[src/rtl/rx_frame_ctrl.sv]
// Receive-side frame sequencer: start-bit qualification, bit-centre timing,
// shift/load strobes for the datapath, and the ready/overrun/framing flags.
module rx_frame_ctrl #(
  parameter int DATA_BITS    = 8,
  parameter int CLKS_PER_BIT = 10
) (
  input  logic clk,
  input  logic rst,
  input  logic serial_in,
  input  logic data_read,
  output logic shift_enable,
  output logic load_buffer,
  output logic data_ready,
  output logic framing_error,
  output logic overrun_error,
  output logic busy
);

  localparam int TW = $clog2(CLKS_PER_BIT);
  localparam int CW = $clog2(DATA_BITS + 1);

  localparam logic [TW-1:0] T_LAST   = TW'(CLKS_PER_BIT - 1);
  localparam logic [TW-1:0] T_CENTRE = TW'(CLKS_PER_BIT / 2 - 1);
  localparam logic [CW-1:0] CNT_LAST = CW'(DATA_BITS - 1);

  typedef enum logic [2:0] {
    IDLE,
    START,
    DATA,
    STOP,
    LOAD,
    BREAK_WAIT
  } state_t;

  state_t        state_reg;
  logic [TW-1:0] timer_reg;
  logic [CW-1:0] bit_cnt_reg;
  logic          data_ready_reg;
  logic          framing_error_reg;
  logic          overrun_error_reg;

  always_ff @(posedge clk) begin
    if (rst) begin
      state_reg         <= IDLE;
      timer_reg         <= '0;
      bit_cnt_reg       <= '0;
      data_ready_reg    <= 1'b0;
      framing_error_reg <= 1'b0;
      overrun_error_reg <= 1'b0;
    end else begin
      case (state_reg)
        IDLE: begin
          timer_reg <= '0;
          if (!serial_in) state_reg <= START;
        end
        START: begin
          // Re-check the line half a bit in; a high level here was only a glitch.
          if (timer_reg == T_CENTRE) begin
            timer_reg <= '0;
            if (!serial_in) begin
              framing_error_reg <= 1'b0;
              bit_cnt_reg       <= '0;
              state_reg         <= DATA;
            end else begin
              state_reg <= IDLE;
            end
          end else begin
            timer_reg <= timer_reg + 1'b1;
          end
        end
        DATA: begin
          if (timer_reg == T_LAST) begin
            timer_reg   <= '0;
            bit_cnt_reg <= bit_cnt_reg + 1'b1;
            if (bit_cnt_reg == CNT_LAST) state_reg <= STOP;
          end else begin
            timer_reg <= timer_reg + 1'b1;
          end
        end
        STOP: begin
          if (timer_reg == T_LAST) begin
            timer_reg <= '0;
            if (serial_in) begin
              state_reg <= LOAD;
            end else begin
              framing_error_reg <= 1'b1;
              state_reg         <= BREAK_WAIT;
            end
          end else begin
            timer_reg <= timer_reg + 1'b1;
          end
        end
        LOAD: state_reg <= IDLE;
        // A line held low after a bad stop bit must not start a new frame.
        BREAK_WAIT: if (serial_in) state_reg <= IDLE;
        default: state_reg <= IDLE;
      endcase

      // A load always wins over a read landing in the same cycle.
      if (state_reg == LOAD) begin
        data_ready_reg <= 1'b1;
        if (data_ready_reg && !data_read) overrun_error_reg <= 1'b1;
        else if (data_read)               overrun_error_reg <= 1'b0;
      end else if (data_read) begin
        data_ready_reg    <= 1'b0;
        overrun_error_reg <= 1'b0;
      end
    end
  end

  assign shift_enable  = (state_reg == DATA) && (timer_reg == T_LAST);
  assign load_buffer   = (state_reg == LOAD);
  assign busy          = (state_reg != IDLE);
  assign data_ready    = data_ready_reg;
  assign framing_error = framing_error_reg;
  assign overrun_error = overrun_error_reg;

endmodule

[config.mk]
export PLATFORM = sky130hd
export DESIGN_NAME = rx_frame_ctrl
export DESIGN_NICKNAME = d
export VERILOG_FILES = /design/src/rtl/rx_frame_ctrl.sv
export SDC_FILE = /design/constraint.sdc
export NUM_CORES = 1
export LEC_CHECK = 0
export CAP_MARGIN = 10
export CORE_MARGIN = 1.5
export CORE_UTILIZATION = 55
export CTS_CLUSTER_SIZE = 24
export DETAILED_ROUTE_END_ITERATION = 6
export DONT_BUFFER_PORTS = 1
export GPL_ROUTABILITY_DRIVEN = 0
export GPL_TIMING_DRIVEN = 0
export HOLD_SLACK_MARGIN = 0.06
export PLACE_DENSITY = 0.71
export SETUP_SLACK_MARGIN = 0.15
export SYNTH_ARGS = -nofsm -noshare
export SYNTH_HDL_FRONTEND = slang
export SYNTH_SLANG_ARGS = --single-unit
[constraint.sdc]
create_clock -name clk -period 2.1 [get_ports clk]
set_clock_uncertainty 0.05 [all_clocks]
set_input_delay 0.42 -clock clk [delete_from_list [all_inputs] [get_ports clk]]
set_output_delay 0.42 -clock clk [all_outputs]
set_load 0.01 [all_outputs]
==> run metrics <==
status finished clean; Slew headroom about 67%; IO buf count 0; pre-CTS setup slack 0.4488 ns; max-slew violation count 0; Crit Path Category reg2out; Antenna Cells 0; CTS tree done; Hold Crit Start data_read; clk slew on worst S/H paths about 0.090 ns; final worst-path cycle share 87.78%; DP HPWL between 1000 and 1500 µm; CTS buffer count 3; global route overflow 0; worst r2r src timer_reg[1]; Via density approximately 5.9; row count 13; vias in the first global route about 520; routed len/inst about 14 µm; Largest stage delay, worst path roughly 0.34 ns; die width ~40 µm; Final WS setup 0.2566 ns; largest net degree at the start of global routing 11; Post-Syn Nets between 100 and 150; die height 40.38 µm; Core Util, Final roughly 64%; Synth cell types 29; Synth Register Bits 14; max cap viols 0; worst path cell trace inv_1 > ha_1 > and4b_1 > buf_6 > nand2_2 > inv_2; GRT Total Usage 21.44%; Final Total Pwr about 0.5 mW; Req. time, crit path roughly 1.6 ns; Yosys warnings 0; Hold Vio Cnt, Final 0; power per cell area 608.7 nW/µm²; initial drt markers 19; Tightest Pin Transition slightly below 0.5 ns; Hold/Removal Path Class in2reg; final net count 108; commonest non-fill, non-tap cell in the layout dfxtp_1; Skew-Pair Late Insertion Delay 0.28 ns; Worst Path Buf+Inv 3; clock buffer depth 2; setup violators final 0; Post-Synthesis Cells between 90 and 100; Yosys top cell by area dfxtp_1; Hold Buf Count CTS 0; post-synthesis cell area ~770 µm²; Worst Setup SP timer_reg[1]; RSZ-0062 raised after global routing false; initial antenna violation count 0; total wire length approximately 1600 µm; total negative slack 0 ns; H-tree depth 1; Ports 10; post-synthesis sequential area ratio 36.48%; Startpoint Class register; DRC 0; CTS root buf clkbuf_4; Max IR drop VDD 0.3721 mV; layout cells sized above 1 14.14%; LEAKAGE 0.3264 nW; drt first pass iters 4; min Tclk post-route roughly 1.8 ns; Synth Area per Inst roughly 8 µm²; share of the synthesized area in the top cell type about 36%; Synth area leaders dfxtp_1 36%, nand3_1 7.2%, ha_1 6.5%; Vias slightly below 700; crit end category primary output; CTS Sinks 14; area grow syn2layout 8.469%; Fmax between 500 and 600 MHz; Worst EP arrival around 1.4 ns; Crit path max-delay family flip-flops; # fillers about 120; total die area roughly 1600 µm²; Crit-path slowest cell dfxtp_2; Placeable Area around 1300 µm²; commonest non-fill, non-tap cells in the layout 12 x dfxtp_1, 11 x nand3_1, 9 x nor3_1; global-route wire length before repair about 2200 µm; worst-path maximum fanout 6; post-route antenna net violation count 0; Initial Util 59.04%
==> worst reg2reg max path: cells and delay by family, from the launching register on <==
| kind | cells | cell delay, ns |
|---|---|---|
| AND/OR/NAND/NOR | 2 | 0.48 |
| AO/OA/AOI/OAI | 2 | 0.26 |
| adder cells (fa/ha/maj) | 1 | 0.18 |
| buffers and inverters | 2 | 0.20 |
| flip-flops | 1 | 0.36 |
==> layout make-up <==
type / instances / area (µm²) / area share, %
clock buffers: 4 / 36.28 / 4.354
well taps: 15 / 18.77 / 2.252
inverters: 7 / 26.28 / 3.153
multi-input cells: 69 / 437.9 / 52.55
flip-flops and latches: 14 / 282.8 / 33.93
plain buffers: 5 / 31.28 / 3.754
==> repair_timing <==
item,in CTS,in global routing
endpoints found under the setup margin,1,1
setup buffers,0,0
gates resized for setup,1,4
==> routing by layer <==
layer / track usage (%) / up-vias / routed length (µm)
met5: 0 / - / 0
met4: 15.00 / 0 / 40
met3: 5.000 / 5 / 63
met2: 28.57 / 17 / 687
met1: 29.73 / 309 / 774
li1: - / 345 / -
==> cells by family (layout without fill, tap and decap cells) <==
logic type | after synthesis | in the layout | synth area share (%)
xor gates and xnor gates | 2 | 2 | 2.281
AOI/OAI and AO/OA | 15 | 15 | 12.22
and+or+nand+nor | 48 | 48 | 35.02
buffers and inverters | 12 | 16 | 7.492
DFF | 14 | 14 | 36.48
adders and majority gates | 4 | 4 | 6.515
==> power breakdown <==
| group | leakage, nW | internal, mW | switching [mW] | total, mW |
|---|---|---|---|---|
| registers | 0.114 | 0.269 | 0.00314 | 0.272 |
| logic | 0.191 | 0.0127 | 0.0238 | 0.0365 |
| clock network | 0.0210 | 0.106 | 0.0928 | 0.198 |
==> synthesized netlist by cell type, drive strengths merged <==
cell type / n
and4b: 2
o31ai: 1
nand3: 11
o21ai: 1
inv: 7
xor2: 2
nor3b: 1
and3: 1
o311ai: 1
nand4: 1
and4bb: 1
and3b: 1
nand2: 7
a32oi: 1
o31a: 1
nor2: 7
dfxtp: 14
buf: 3
clkbuf: 2
ha: 4
nor2b: 4
nor3: 11
a31oi: 1
a2bb2oi: 1
nand4b: 1
a21oi: 8
==> worst paths after layout <==
| check | slack [ns] | endpoint | depth (start not counted) |
|---|---|---|---|
| setup / recovery | 0.26 | shift_enable | 6 |
| setup reg to reg | 0.49 | timer_reg[2] | 7 |
| hold reg to reg | 0.43 | timer_reg[1] | 2 |
| hold / removal | 0.15 | overrun_error | 1 |
==> stage by stage <==
step / hold WS, ns / cells / cell area (µm²)
6_report: 0.1509 / 114 / 833.3
5_1_grt: 0.1483 / 114 / 833.3
4_1_cts: 0.1471 / 114 / 828.3
3_5_place_dp: 0.4359 / 110 / 787.0
3_3_place_gp: 0.4280 / 110 / 787.0
2_1_floorplan: 0.4101 / 95 / 768.2
No activity file was read; power rests on OpenSTA's default activity.
